<file path="src/rtl/axis_width_upsizer_pkg.sv">
// Shared types and defaults for the AXIS width upsizer.
// Holds the packing FSM encoding and the lane-index width helper.
package axis_upsizer_pkg;

  typedef enum logic [1:0] {
    FILL,
    PART,
    STALL
  } up_state_t;

  localparam int DEF_IN_WIDTH = 16;
  localparam int DEF_RATIO    = 8;

  function automatic int lane_idx_w(input int ratio);
    return (ratio > 1) ? $clog2(ratio) : 1;
  endfunction

endpackage

</file>
<file path="src/rtl/axis_width_upsizer_if.sv">
// AXI-Stream data/valid/ready bundle.
// Master drives tdata/tvalid, slave drives tready.
interface axis_width_upsizer_if #(
  parameter int W = 16
);

  logic [W-1:0] tdata;
  logic         tvalid;
  logic         tready;

  modport master (
    output tdata,
    output tvalid,
    input  tready
  );

  modport slave (
    input  tdata,
    input  tvalid,
    output tready
  );

endinterface

</file>
<file path="src/rtl/axis_width_upsizer_out_stage.sv">
// Output word register for the upsizer.
// Holds the packed word stable until the downstream FIFO takes it.
module axis_out_stage #(
  parameter int W = 128
) (
  input  logic         aclk,
  input  logic         reset,
  input  logic         load,
  input  logic [W-1:0] load_data,
  output logic         busy,
  axis_width_upsizer_if.master out_bus
);

  logic [W-1:0] data_q;
  logic         vld_q;

  always_ff @(posedge aclk) begin
    if (reset) begin
      data_q <= '0;
      vld_q  <= 1'b0;
    end else if (load) begin
      data_q <= load_data;
      vld_q  <= 1'b1;
    end else if (vld_q && out_bus.tready) begin
      vld_q  <= 1'b0;
    end
  end

  assign out_bus.tdata  = data_q;
  assign out_bus.tvalid = vld_q;
  assign busy           = vld_q;

endmodule

</file>
<file path="src/rtl/axis_width_upsizer.sv">
// Packs RATIO narrow AXIS beats into one wide word for the MIG FIFO.
// Optional idle flush of partial words: AXIS_UPSIZER_FLUSH_EN.
module axis_width_upsizer
  import axis_upsizer_pkg::*;
#(
  parameter int IN_WIDTH      = DEF_IN_WIDTH,
  parameter int RATIO         = DEF_RATIO,
  parameter int OUT_WIDTH     = IN_WIDTH * RATIO,
  parameter int FLUSH_TIMEOUT = 256,
  parameter logic [IN_WIDTH-1:0] PAD_VALUE = '0
) (
  input  logic aclk,
  input  logic reset,
  axis_width_upsizer_if.slave  in_bus,
  axis_width_upsizer_if.master out_bus
);

  localparam int CW = lane_idx_w(RATIO);
  localparam int LW = OUT_WIDTH - IN_WIDTH;
  localparam logic [CW-1:0] LAST = CW'(RATIO - 1);

  logic                 reset_q;
  up_state_t            state_q;
  up_state_t            state_d;
  logic [CW-1:0]        cnt_q;
  logic [CW-1:0]        cnt_d;
  logic [OUT_WIDTH-1:0] acc_q;
  logic [OUT_WIDTH-1:0] acc_d;
  logic [OUT_WIDTH-1:0] load_word;
  logic [OUT_WIDTH-1:0] pad_word;
  logic                 load;
  logic                 vld_d;
  logic                 out_busy;
  logic                 in_rdy;
  logic                 accept;
  logic                 flush_go;

`ifdef AXIS_UPSIZER_FLUSH_EN
  localparam int TW = $clog2(FLUSH_TIMEOUT + 1);
  localparam logic [TW-1:0] TMO = TW'(FLUSH_TIMEOUT);

  logic [TW-1:0] idle_q;

  // Saturates at the timeout so a flush blocked by a held word waits.
  assign flush_go = (idle_q == TMO) && (cnt_q != '0) && !out_busy;

  always_ff @(posedge aclk) begin
    if (reset) begin
      idle_q <= '0;
    end else if (flush_go || cnt_q == '0 || accept) begin
      idle_q <= '0;
    end else if (idle_q != TMO) begin
      idle_q <= idle_q + 1'b1;
    end
  end

  always_comb begin
    pad_word = '0;
    for (int j = 0; j < RATIO; j++) begin
      pad_word[j*IN_WIDTH +: IN_WIDTH] =
        (j < int'(cnt_q)) ? acc_q[j*IN_WIDTH +: IN_WIDTH] : PAD_VALUE;
    end
  end
`else
  assign flush_go = 1'b0;
  assign pad_word = acc_q;
`endif

  always_ff @(posedge aclk) begin
    if (reset) begin
      reset_q <= 1'b1;
      state_q <= FILL;
      cnt_q   <= '0;
      acc_q   <= '0;
    end else begin
      reset_q <= 1'b0;
      state_q <= state_d;
      cnt_q   <= cnt_d;
      acc_q   <= acc_d;
    end
  end

  always_comb begin
    cnt_d     = cnt_q;
    acc_d     = acc_q;
    load      = 1'b0;
    load_word = pad_word;
    if (flush_go) begin
      load  = 1'b1;
      cnt_d = '0;
    end else if (accept) begin
      if (cnt_q == LAST) begin
        load      = 1'b1;
        load_word = {in_bus.tdata, acc_q[LW-1:0]};
        cnt_d     = '0;
      end else begin
        acc_d[int'(cnt_q)*IN_WIDTH +: IN_WIDTH] = in_bus.tdata;
        cnt_d = cnt_q + 1'b1;
      end
    end
    // Mirrors the output register so STALL tracks its valid bit.
    vld_d = load | (out_busy & ~out_bus.tready);
    unique case (1'b1)
      (cnt_d == '0):           state_d = FILL;
      (cnt_d == LAST && vld_d): state_d = STALL;
      default:                 state_d = PART;
    endcase
  end

  always_comb begin
    in_rdy = !reset_q && (state_q != STALL) && !flush_go;
    accept = in_bus.tvalid && in_rdy;
  end

  assign in_bus.tready = in_rdy;

  axis_out_stage #(
    .W(OUT_WIDTH)
  ) u_out (
    .aclk     (aclk),
    .reset    (reset),
    .load     (load),
    .load_data(load_word),
    .busy     (out_busy),
    .out_bus  (out_bus)
  );

endmodule

</file>
<file path="src/flat_wrapper.sv">
// flat-port wrapper written by rule: the top's interface ports become plain ports
module axis_width_upsizer_flat import axis_upsizer_pkg::*;
#(
  parameter int IN_WIDTH      = DEF_IN_WIDTH,
  parameter int RATIO         = DEF_RATIO,
  parameter int OUT_WIDTH     = IN_WIDTH * RATIO,
  parameter int FLUSH_TIMEOUT = 256,
  parameter logic [IN_WIDTH-1:0] PAD_VALUE = '0
)
  (aclk, reset, in_bus_tdata, in_bus_tvalid, in_bus_tready, out_bus_tdata, out_bus_tvalid, out_bus_tready);
  axis_width_upsizer_if #(.W((16))) in_bus_i ();
  axis_width_upsizer_if #(.W(((16) * (8)))) out_bus_i ();
  input  logic aclk;
  input  logic reset;
  input wire logic [$bits(in_bus_i.tdata)-1:0] in_bus_tdata;
  input wire logic [$bits(in_bus_i.tvalid)-1:0] in_bus_tvalid;
  output wire logic [$bits(in_bus_i.tready)-1:0] in_bus_tready;
  output wire logic [$bits(out_bus_i.tdata)-1:0] out_bus_tdata;
  output wire logic [$bits(out_bus_i.tvalid)-1:0] out_bus_tvalid;
  input wire logic [$bits(out_bus_i.tready)-1:0] out_bus_tready;
  assign in_bus_i.tdata = in_bus_tdata;
  assign in_bus_i.tvalid = in_bus_tvalid;
  assign in_bus_tready = in_bus_i.tready;
  assign out_bus_tdata = out_bus_i.tdata;
  assign out_bus_tvalid = out_bus_i.tvalid;
  assign out_bus_i.tready = out_bus_tready;
  axis_width_upsizer #(.IN_WIDTH(IN_WIDTH), .RATIO(RATIO), .OUT_WIDTH(OUT_WIDTH), .FLUSH_TIMEOUT(FLUSH_TIMEOUT), .PAD_VALUE(PAD_VALUE)) u_core (.aclk(aclk), .reset(reset), .in_bus(in_bus_i), .out_bus(out_bus_i));
endmodule
</file>
<file path="config.mk">
export PLATFORM = sky130hd
export DESIGN_NAME = axis_width_upsizer_flat
export DESIGN_NICKNAME = d
export VERILOG_FILES = /design/src/rtl/axis_width_upsizer_pkg.sv /design/src/rtl/axis_width_upsizer_if.sv /design/src/rtl/axis_width_upsizer_out_stage.sv /design/src/rtl/axis_width_upsizer.sv /design/src/flat_wrapper.sv
export SDC_FILE = /design/constraint.sdc
export NUM_CORES = 1
export LEC_CHECK = 0
export ABC_AREA = 1
export BUFFER_PORTS_ARGS = -buffer_cell sky130_fd_sc_hd__buf_2
export CORE_ASPECT_RATIO = 1.25
export CORE_MARGIN = 1
export CORE_UTILIZATION = 58
export CTS_CLUSTER_SIZE = 10
export DETAILED_ROUTE_END_ITERATION = 6
export GPL_TIMING_DRIVEN = 0
export PLACE_DENSITY = 0.82
export SYNTH_ARGS = -nofsm -noshare
export SYNTH_HDL_FRONTEND = slang
export SYNTH_SLANG_ARGS = --single-unit
</file>
<file path="constraint.sdc">
create_clock -name aclk -period 3.9 [get_ports aclk]
set_clock_uncertainty 0.1 [all_clocks]
set_input_delay 0.975 -clock aclk [delete_from_list [all_inputs] [get_ports aclk]]
set_output_delay 0.975 -clock aclk [all_outputs]
set_load 0.02 [all_outputs]
</file>
[Word-level counts from Yosys, hierarchy flattened]
Cells that the tools add are included.
Operators by class
  add/sub/neg operators: 2
  bitwise operators: 4
  equality and inequality tests: 3
  mux-type cells: 11
  shift-type cells: 2
  reductions and logical operators: 8
Operators with widths (count)
  $mux W128: 2
  $bwmux W128: 1
  $shift A16 B33 Y128 const A: 1
  $shiftx A16 B33 Y128: 1
  $neg A7 Y33: 1
  $eq A3 B3 Y1 const B: 2
  $mux W3: 2
  $mux W1: 5
  $logic_and A1 B1 Y1: 4
  $pmux W2 S2: 1
  $add A3 B1 Y3 const B: 1
  $logic_not A3 Y1: 1
  $ne A2 B2 Y1 const B: 1
  $not A1 Y1: 2
  $reduce_and A2 Y1: 1
  $reduce_bool A2 Y1: 1
  $and A1 B1 Y1: 1
  $logic_not A1 Y1: 1
  $or A1 B1 Y1: 1
Storage, ports and cells
  register bits: 263
  output and inout bits: 130

[Depth between registers and ports, before layout]
Gate-level depths: netlist (run 1).
  depth in word-level cells: 7
  gate-level depth with buffers: 12
  mapped depth without buffers: 10

[By module]
Synthesis (run 1) repeated with hierarchy kept, for this count alone.
Unflattened totals
  cells, all modules: 1307
  area total of the unflattened synthesis: 10039.6 sq um
By module, submodules not included
  axis_width_upsizer: area an instance 5544.1 sq um, sequential area each 2682.6 sq um, cells an instance 746, times used 1
  axis_out_stage: area an instance 4495.6 sq um, sequential area each 2582.5 sq um, cells an instance 561, times used 1

[Worst setup path after synthesis (run 1)]
Ideal clock, no wire load.
  path kind: reg-to-reg
  from: register u_core.cnt_q[0]
  to: register u_core.acc_q[10]
  arrival time: 1.926 ns
  cell stages (with the launch flop): 12
  period minus slack after synthesis: 2.142 ns
  path buffers: 2
  slack: 1.758 ns
  cell sequence: dfxtp_1 > buf_4 > inv_4 > ha_1 > ha_1 > inv_1 > nand2_2 > nor3_1 > nand2_1 > clkbuf_1 > o21ai_0 > nor2_1
Between the ends
  word-level cells in the longest chain between the ends: 3
  elaborated cells on any way between the ends: 7
  those cells by class: add/sub: 1; eq/ne: 1; shift: 2; mux: 1; bitwise: 1; reduce/logical: 1
Ends and longest elaborated chain
  from (decl): line axis_width_upsizer.sv:25  | logic [CW-1:0] cnt_q;
  from (signal assigned): line axis_width_upsizer.sv:78  | cnt_q <= cnt_d;
  $neg A7 Y33 / $eq A3 B3 Y1 (equally long branches): line axis_width_upsizer.sv:97, axis_width_upsizer.sv:92
  $shiftx A16 B33 Y128, or another cell as far along: line axis_width_upsizer.sv:97  | acc_d[int'(cnt_q)*IN_WIDTH +: IN_WIDTH] = in_bus.tdata;
  $bwmux W128 / $reduce_and A2 Y1 (equally long branches)
  to (signal assigned): line axis_width_upsizer.sv:74  | acc_q <= '0;
  to (signal assigned): line axis_width_upsizer.sv:79  | acc_q <= acc_d;
  to (decl): line axis_width_upsizer.sv:27  | logic [OUT_WIDTH-1:0] acc_q;
Parallel ways exist; a longest one is shown, timed or not.
A chain may end at the register's enable or synchronous reset.

[Final worst setup path (run 1)]
  from: register u_core.cnt_q[0]
  to: register u_core.acc_q[6]
Same word-level chain as after synthesis.

==> results of run 1 <==
==> power groups by stage <==
| stage | Combinational (mW) | Clock [mW] | Sequential (mW) |
|---|---|---|---|
| 2_1_floorplan | 0.212 | 0 | 2.62 |
| 3_3_place_gp | 0.310 | 0 | 2.62 |
| 3_5_place_dp | 0.314 | 0 | 2.62 |
| 4_1_cts | 0.317 | 2.19 | 2.56 |
| 5_1_grt | 0.356 | 2.32 | 2.57 |
| 6_report | 0.323 | 2.17 | 2.56 |
==> worst max path at each step <==
stage	start	depth (start not counted)	slack [ns]	end
final	u_core.cnt_q[0]$_SDFF_PP0_	11	1.28	u_core.acc_q[6]$_SDFFE_PP0P_
after detailed placement	in_bus_tvalid	5	1.13	u_core.u_out.out_bus.tdata[17]$_SDFFE_PP0P_
after CTS	u_core.cnt_q[0]$_SDFF_PP0_	11	1.31	u_core.acc_q[7]$_SDFFE_PP0P_
after global placement	in_bus_tvalid	5	1.13	u_core.u_out.out_bus.tdata[18]$_SDFFE_PP0P_
after floorplan	u_core.cnt_q[0]$_SDFF_PP0_	11	1.76	u_core.acc_q[10]$_SDFFE_PP0P_
after global routing	u_core.cnt_q[0]$_SDFF_PP0_	11	1.11	u_core.acc_q[8]$_SDFFE_PP0P_
==> through the flow <==
| stage | util, % | setup slack, ns |
|---|---|---|
| 5_1_grt | 70.7 | 1.11 |
| 6_report | 70.7 | 1.28 |
| 4_1_cts | 70.7 | 1.31 |
| 3_5_place_dp | 66.1 | 1.13 |
| 2_1_floorplan | - | 1.76 |
| 3_3_place_gp | 66.1 | 1.13 |
==> metal layers <==
layer	GRT usage [%]	vias to the layer above
met4	16.3	0
met1	34.5	3826
met2	50.5	295
li1	-	4268
met5	0	-
met3	4.02	82
==> cell usage in the layout (no fill, tap or decap) <==
| master | instances |
|---|---|
| nand4_1 | 6 |
| ha_1 | 7 |
| nor3_1 | 1 |
| clkbuf_1 | 67 |
| nand2_2 | 2 |
| inv_2 | 4 |
| nor2_2 | 5 |
| o21ai_0 | 224 |
| nand2_1 | 60 |
| inv_4 | 1 |
| a21oi_1 | 161 |
| inv_1 | 184 |
| buf_2 | 156 |
| nor2_1 | 231 |
| nand3_1 | 23 |
| clkinv_8 | 1 |
| and2_1 | 1 |
| buf_6 | 1 |
| clkbuf_16 | 28 |
| dfxtp_1 | 247 |
| clkinv_2 | 1 |
| nand4_4 | 1 |
| buf_4 | 4 |
| nand3_2 | 1 |
| nand3_4 | 1 |
| nor3_4 | 1 |
==> flip-flops by register name, indices dropped and copies added, names as in the netlist <==
name,flops
u_core.u_out.busy,1
u_core.reset_q,1
u_core.u_out.out_bus.tdata,128
u_core.state_q,2
u_core.acc_q,112
u_core.cnt_q,3
==> kinds of logic after synthesis <==
logic type / count (synthesis) / share of synthesized area [%]
fa+ha+maj: 7 / 0.935
compound gates: 385 / 20.6
flops: 247 / 52.8
simple gates: 333 / 14.6
buf+inv: 268 / 11.1
==> tightest hold or removal path: stages (launching register included) <==
cell	delay, ns
dfxtp_1	0.30
inv_1	0.04
a21oi_1	0.05
==> layout make-up <==
class                      count  area (sq um)  share of cell area, %
sequential                   247          4940                   44.6
buffer                        79           328                   2.95
clock inverter                 2          21.3                  0.192
clock buffer                  28           701                   6.31
tap                          212           265                   2.39
inverter                     189           712                   6.42
multi-input combinational    725          3380                   30.5
timing repair buffer         149           746                   6.72
==> flow_summary.ini, run 1 <==
[outcome]
outcome = finished clean

[drt]
vias_per_cell = 5.19
num_vias = 8471
first_pass_iters = 5
drc = 0
drt_iter0_drc = 457
ant_nets = 0
maxUsedRoutingLayer = met4
wl_per_cell_microns = 15.0
wl_met1_microns = 10100
dr_wl_met2_microns = 11800
wl_met3_microns = 1290
wl_microns = 24400

[synth]
synth_top_cell_by_area = dfxtp_1
ys_types = 23
synth_most_common_cell = dfxtp_1
netlist.area_leader.share_pct = 52.8
ys_ff_latch = 247
synth_edf_count = 0
syn_nets = 1267
synth_area_leaders = dfxtp_1, o21ai_0, nor2_1
syn-cell-area_sq_um = 9360
async_flop_share_pct = 0
yosysWarnings = 0
ys_seq_area_share_pct = 52.8
synth_ff_type = dfxtp_1
synth_commonest_cells = dfxtp_1, nor2_1, o21ai_0
syn_avg_cell_area_sq_um = 7.55
synth_cells = 1240

[placed_design]
hpwl_microns = 17700
io_buffers = 149
placed_cell_area_sq_um = 10400
place_inst = 1601
globalplace.congestion = 0.961

[die]
die_h_microns = 144
ioPinCount = 150
core-area_sq_um = 15700
die-width_microns = 116
rows = 51
initial_core_util_pct = 59.7
dieArea_sq_um = 16700

[cells_and_area]
final_nets = 1446
diodes = 0
design_area_sq_um = 11100
drive_gt1_share_pct = 14.6
layout.cells.non_filler = 1631
syn_to_final_growth_pct = 18.5
nFillCells = 1376

[min_path]
hp-class = reg2reg
hp-start = u_core.u_out.out_bus.tdata[6]$_SDFFE_PP0P_
min_to = u_core.u_out.out_bus.tdata[6]$_SDFFE_PP0P_
whs_path_depth = 2

[global_routing]
grt_max_degree = 15
grt_pass1_wl_microns = 37600
grt_pass1_vias = 7660
grt_overflow = 0
grt.total_usage_pct = 29.1
antenna_found_initial = 0

[sta]
setup_viol = 0
period_minus_slack_ns = 2.62
timing.final.max_slew_violations = 0
timing.hold.ws_ns = 0.339
rsz0062_at_grt = false
worst_pin_slew_ns = 0.760
setup_total_negative_slack_ns = 0
max_slew_margin_pct = 49.3
clock.fmax_mhz = 381
finalCritPeriodShare_pct = 67.2
hold_violations = 0

[power_and_ir_drop]
swShare_pct = 23.0
seqPwrFrac_pct = 50.7
p_int_mw = 3.90
power.density_nw_per_um2 = 456
comb_power_share_pct = 6.4
max-vdd-ir-drop_mv = 0.349
p_switching_mw = 1.16
power.static_leakage_nw = 4.90
power_mw = 5.06
p_clk_share_pct = 42.9

[setup_path]
reg2reg_depth = 11
crit_chain = buf_4, inv_4, ha_1, ha_1, inv_1, nand2_2, nor3_1, nand2_1, clkbuf_1, o21ai_0, nor2_1
r2r_end = u_core.acc_q[6]$_SDFFE_PP0P_
slowest_stage = dfxtp_1
slowest_delay_ns = 0.36
setup.worst_path.class = reg2reg
cp_data_required_time_ns = 4.21
rrSetupSlack_ns = 1.28
critPathBufInv = 4
cp_max_fo = 10
cp_top_family = simple AND/OR/NAND/NOR gates
end_kind = flop
cpMostUsedCell = ha_1
timing.rr.start = u_core.cnt_q[0]$_SDFF_PP0_
start_kind = flop
worstPathArrival_ns = 2.93

[clock_tree]
ctsResizeCount = 0
root_buffer = clkbuf_16
ctsHoldBuffers = 0
post_cts_buffers = 0
clkTransAtPathRegs_ns = 0.06
cts_sinks = 247
cts_buffers = 28
htree_num_levels = 1
clockBufferDepth = 3
clock_latency_ns = 0.53
cts_tree = yes

[job]
cap_violations = 0
Power figures use the tool's default switching activity.
==> run 2, diff against run 1 <==
--- a/config.mk
+++ b/config.mk
@@ -9,11 +9,11 @@
 export BUFFER_PORTS_ARGS = -buffer_cell sky130_fd_sc_hd__buf_2
 export CORE_ASPECT_RATIO = 1.25
 export CORE_MARGIN = 1
-export CORE_UTILIZATION = 58
+export CORE_UTILIZATION = 50
 export CTS_CLUSTER_SIZE = 10
 export DETAILED_ROUTE_END_ITERATION = 6
 export GPL_TIMING_DRIVEN = 0
-export PLACE_DENSITY = 0.82
+export PLACE_DENSITY = 0.75
 export SYNTH_ARGS = -nofsm -noshare
 export SYNTH_HDL_FRONTEND = slang
 export SYNTH_SLANG_ARGS = --single-unit
==> constraint.sdc (replaced) <==
create_clock -name aclk -period 2.2 [get_ports aclk]
set_clock_uncertainty 0.1 [all_clocks]
set_input_delay 0.55 -clock aclk [delete_from_list [all_inputs] [get_ports aclk]]
set_output_delay 0.55 -clock aclk [all_outputs]
set_load 0.02 [all_outputs]
==> run 2 against run 1 <==
  * First-iteration DRC count grew 33%
  * Cell count grew 1.5%
  * Via count is 0.21% higher
  * Clock power up 81%
  * Fmax rose by 20%
  * Utilization is 8.5 points lower
  * Sequential cell count unchanged
  * Global-route usage fell by 3.3 points
  * Register-to-register slack worse by 1.3 ns
  * Worst hold slack lost 0.18 ns
  * Total power rose by 80%
  * Critical path type unchanged
  * Largest cell class unchanged
  * Highest routed layer unchanged
==> flow_summary.ini, run 2 (synthesized netlist as in run 1, its figures left out) <==
[clock_tree]
htree_num_levels = 1
clock_latency_ns = 0.53
cts_tree = yes
ctsHoldBuffers = 0
clockBufferDepth = 3
cts_buffers = 28
clkTransAtPathRegs_ns = 0.06
root_buffer = clkbuf_16
cts_sinks = 247

[power_and_ir_drop]
power_mw = 9.10
max-vdd-ir-drop_mv = 0.477
power.static_leakage_nw = 5.06
power.density_nw_per_um2 = 802

[drt]
drc = 0
vias_per_cell = 5.13
wl_per_cell_microns = 15.4
num_vias = 8489
ant_nets = 0
wl_microns = 25500
drt_iter0_drc = 609
first_pass_iters = 7

[setup_path]
slowest_delay_ns = 0.39
crit_chain = ha_1, ha_1, nand4_1, buf_4, clkbuf_2, o21ai_0, a21oi_1
end_kind = flop
setup.worst_path.class = reg2reg
cp_top_family = buffers and inverters
cp_max_fo = 10
critPathBufInv = 2
worstPathArrival_ns = 2.48
start_kind = flop
slowest_stage = dfxtp_1
cp_data_required_time_ns = 2.50
cpMostUsedCell = ha_1

[cells_and_area]
layout_commonest_cell = dfxtp_1
diodes = 0
layout.cells.non_filler = 1656
drive_gt1_share_pct = 17.9
multi_input_area_sq_um = 3460
nFillCells = 1673
design_area_sq_um = 11300
final_cell_mix = dfxtp_1, nor2_1, o21ai_0
syn_to_final_growth_pct = 21.2
largest_register_ffs = 128
postLayoutCoreUtil_pct = 62.2
regArea_sq_um = 4950
final_nets = 1455

[min_path]
hp-class = in2reg

[die]
dieArea_sq_um = 19300
ioPinCount = 150
rows = 55
core-area_sq_um = 18200
die-width_microns = 124
die_h_microns = 155
initial_core_util_pct = 51.3

[global_routing]
antenna_found_initial = 0
grt.total_usage_pct = 25.9
grt_pass1_vias = 7928
grt_max_degree = 15
grt_pass1_wl_microns = 39800
grt_overflow = 0

[sta]
finalCritPeriodShare_pct = 98.9
rsz0062_at_grt = true
period_minus_slack_ns = 2.18
max_slew_margin_pct = 47.2
clock.fmax_mhz = 460
hold_violations = 0
fin_ws_ns = 0.0237
timing.final.max_slew_violations = 0
setup_viol = 0
timing.hold.ws_ns = 0.155
worst_pin_slew_ns = 0.792
setup_total_negative_slack_ns = 0

[placed_design]
globalplace.congestion = 0.933
place_inst = 1617
hpwl_microns = 18300
placed_cell_area_sq_um = 10400
io_buffers = 149
place_ws_ns = -0.345

[job]
cap_violations = 0

[outcome]
outcome = finished clean
run 2: path summary, 6_finish.rpt:
check / from / end / slack (ns) / depth (start not counted)
setup / recovery: u_core.cnt_q[1]$_SDFF_PP0_ / u_core.u_out.out_bus.tdata[17]$_SDFFE_PP0P_ / 0.02 / 7
hold / removal: reset / u_core.reset_q$_DFF_P_ / 0.15 / 1
setup reg to reg: u_core.cnt_q[1]$_SDFF_PP0_ / u_core.u_out.out_bus.tdata[17]$_SDFFE_PP0P_ / 0.02 / 7
hold reg to reg: u_core.u_out.out_bus.tdata[77]$_SDFFE_PP0P_ / u_core.u_out.out_bus.tdata[77]$_SDFFE_PP0P_ / 0.34 / 2
run 2: timing repair:
item	in CTS	in global routing
endpoints found under the hold margin	0	0
buffers inserted	1	10
pin swaps	2	4
setup endpoints to repair	220	211
gates resized for setup	25	69
run 2: power by group:
part | total, mW | internal (mW) | leakage [nW] | switching (mW)
Sequential | 4.55 | 4.52 | 1.99 | 0.0247
Combinational | 0.624 | 0.181 | 2.71 | 0.443
Clock | 3.93 | 2.29 | 0.361 | 1.64
Total | 9.10 | 7.00 | 5.06 | 2.11
run 2: worst register-to-register path, cell delays in order (launching register included):
cell and delay (ns):
dfxtp_1 0.39, ha_1 0.24, ha_1 0.19, nand4_1 0.29, buf_4 0.31, clkbuf_2 0.19
o21ai_0 0.26, a21oi_1 0.08
run 2: layout make-up:
cell class	instances	share of cell area, %
sequential	247	43.6
clock inverter	1	0.0441
tap	228	2.51
buffer	77	3.33
multi-input combinational	725	30.5
clock buffer	29	6.39
inverter	189	6.34
timing repair buffer	160	7.30
run 2: per-layer routing:
metal	up-vias	GRT usage (%)	routed length (microns)
met4	0	12.7	1010
met5	-	0	0
li1	4302	-	-
met3	74	3.68	1530
met2	278	47.1	12800
met1	3835	29.5	10200
==> run 3, diff against run 2 <==
--- a/config.mk
+++ b/config.mk
@@ -5,7 +5,8 @@
 export SDC_FILE = /design/constraint.sdc
 export NUM_CORES = 1
 export LEC_CHECK = 0
-export ABC_AREA = 1
+export ABC_AREA = 0
+export ABC_CLOCK_PERIOD_IN_PS = 2200
 export BUFFER_PORTS_ARGS = -buffer_cell sky130_fd_sc_hd__buf_2
 export CORE_ASPECT_RATIO = 1.25
 export CORE_MARGIN = 1
==> run 3 against run 2 <==
  * The flow now finishes with violations (negative setup slack)
  * Global-route usage hardly changed
  * Clock power hardly changed
  * Cell area grew 1.0%
  * Critical endpoint is now u_core.acc_q[76]$_SDFFE_PP0P_
==> flow_summary.ini, run 3 <==
[setup_path]
cp_max_fo = 8
rrSetupSlack_ns = -0.11
reg2reg_depth = 9
timing.rr.start = u_core.cnt_q[0]$_SDFF_PP0_
worstPathArrival_ns = 2.60
cp_data_required_time_ns = 2.49
end_kind = flop
setup.worst_path.class = reg2reg
start_kind = flop
r2r_end = u_core.acc_q[76]$_SDFFE_PP0P_

[outcome]
violations = negative setup slack
outcome = finished, violations left

[power_and_ir_drop]
power.density_nw_per_um2 = 776
power.static_leakage_nw = 4.39
max-vdd-ir-drop_mv = 0.663

[cells_and_area]
syn_to_final_growth_pct = 22.9
final_cell_mix = nand2_1, dfxtp_1, a21oi_1
final_nets = 1346
nFillCells = 1628
multi_input_area_sq_um = 4140
largest_register_ffs = 128
drive_gt1_share_pct = 20.7
layout_commonest_cell = nand2_1
diodes = 0
regArea_sq_um = 4950
layout.cells.non_filler = 1548

[placed_design]
io_buffers = 149
place_inst = 1509
hpwl_microns = 17800
globalplace.congestion = 0.908

[synth]
ys_types = 36
async_flop_share_pct = 0
yosysWarnings = 0
synth_area_leaders = dfxtp_1, nand2_1, a21oi_1
synth_commonest_cells = nand2_1, dfxtp_1, a21oi_1
netlist.area_leader.share_pct = 53.0
synth_top_cell_by_area = dfxtp_1
ys_seq_area_share_pct = 53.0
syn-cell-area_sq_um = 9330
synth_most_common_cell = nand2_1
synth_ff_type = dfxtp_1
synth_edf_count = 0
syn_avg_cell_area_sq_um = 8.25
synth_cells = 1132
ys_ff_latch = 247
syn_nets = 1159

[clock_tree]
cts_tree = yes
cts_sinks = 247
htree_num_levels = 1
clkTransAtPathRegs_ns = 0.06
cts_buffers = 28
clockBufferDepth = 3
ctsHoldBuffers = 0
root_buffer = clkbuf_16
clock_latency_ns = 0.53

[sta]
hold_violations = 0
timing.final.max_slew_violations = 0
fin_ws_ns = -0.115
max_slew_margin_pct = 50.5
setup_viol = 26
clock.fmax_mhz = 432
worst_pin_slew_ns = 0.743
period_minus_slack_ns = 2.31
finalCritPeriodShare_pct = 105
setup_total_negative_slack_ns = -1.27
rsz0062_at_grt = true

[drt]
wl_per_cell_microns = 16.8
first_pass_iters = 6
drc = 0
wl_microns = 26100
ant_nets = 0
drt_iter0_drc = 537
vias_per_cell = 5.51
num_vias = 8526

[job]
cap_violations = 0

[min_path]
min_to = u_core.reset_q$_DFF_P_
hp-class = in2reg
whs_path_depth = 1
hp-start = reset

[die]
dieArea_sq_um = 19200
die-width_microns = 124
die_h_microns = 155
rows = 55
core-area_sq_um = 18200
initial_core_util_pct = 51.4
ioPinCount = 150

[global_routing]
antenna_found_initial = 0
grt_max_degree = 14
grt.total_usage_pct = 25.9
grt_pass1_wl_microns = 40200
grt_pass1_vias = 7758
grt_overflow = 0
## run 3: worst max-delay path: stages (launching register included)
cell       delay (ns)
dfxtp_4          0.37
buf_6            0.11
inv_6            0.04
ha_4             0.15
ha_4             0.29
nor2b_4          0.15
or4b_4           0.54
clkbuf_16        0.21
o21ai_4          0.14
a21oi_2          0.06
## run 3: cells by family (layout without fill, tap and decap cells)
group	count (synthesis)	after routing	share of synthesized area [%]
simple gates	475	475	23.2
compound gates	267	267	15.0
fa+ha+maj	7	7	0.938
mux	32	32	3.43
buf+inv	104	292	4.48
flops	247	247	53.0
## run 3: how the worst max path moves through the flow
| stage | slack (ns) | endpoint | start | cells past startpoint |
|---|---|---|---|---|
| floorplan | -0.08 | u_core.acc_q[70]$_SDFFE_PP0P_ | u_core.cnt_q[0]$_SDFF_PP0_ | 10 |
| global placement | -0.49 | u_core.u_out.out_bus.tdata[59]$_SDFFE_PP0P_ | in_bus_tvalid | 8 |
| detailed placement | -0.50 | u_core.u_out.out_bus.tdata[123]$_SDFFE_PP0P_ | in_bus_tvalid | 8 |
| CTS | -0.14 | u_core.acc_q[76]$_SDFFE_PP0P_ | u_core.cnt_q[0]$_SDFF_PP0_ | 10 |
| global route | -0.16 | u_core.acc_q[76]$_SDFFE_PP0P_ | u_core.cnt_q[0]$_SDFF_PP0_ | 9 |
| finish | -0.11 | u_core.acc_q[76]$_SDFFE_PP0P_ | u_core.cnt_q[0]$_SDFF_PP0_ | 9 |
## run 3: timing repair
action | 4_1_cts | 5_1_grt
endpoints found under the setup margin | 211 | 183
resized for setup | 37 | 71
cloned | 1 | 0
buffers inserted | 9 | 5
pin swaps | 6 | 4
## run 3: per-layer routing
layer / track usage [%] / up-vias / wire [microns]
li1: - / 4162 / -
met5: 0 / - / 0
met1: 33.1 / 3933 / 10400
met4: 12.8 / 0 / 1270
met3: 3.25 / 81 / 2140
met2: 43.3 / 350 / 12200
## run 3: area by class of cell
type                    count  area share (%)
plain buffers              92            4.02
clock buffers              30            6.36
clock inverters             1          0.0436
inverters                   5           0.207
multi-input cells         781            36.1
flip-flops and latches    247            43.2
well taps                 228            2.49
repair buffers            164            7.55
## run 3: stage by stage
step	power [mW]	worst slack, ns	hold WS, ns	area (sq um)	utilization [%]
global placement	4.98	-0.489	0.339	10400	57.4
CTS	8.92	-0.138	0.0748	11300	62.4
detailed placement	4.98	-0.498	0.344	10400	57.4
finish	8.90	-0.115	0.0978	11500	63.1
global route	9.12	-0.165	0.0858	11500	63.1
floorplan	4.83	-0.0776	0.328	9390	-
## run 3: where the power goes
part	switching, mW	internal, mW
registers	0.0120	4.49
logic	0.308	0.127
clock network	1.66	2.30
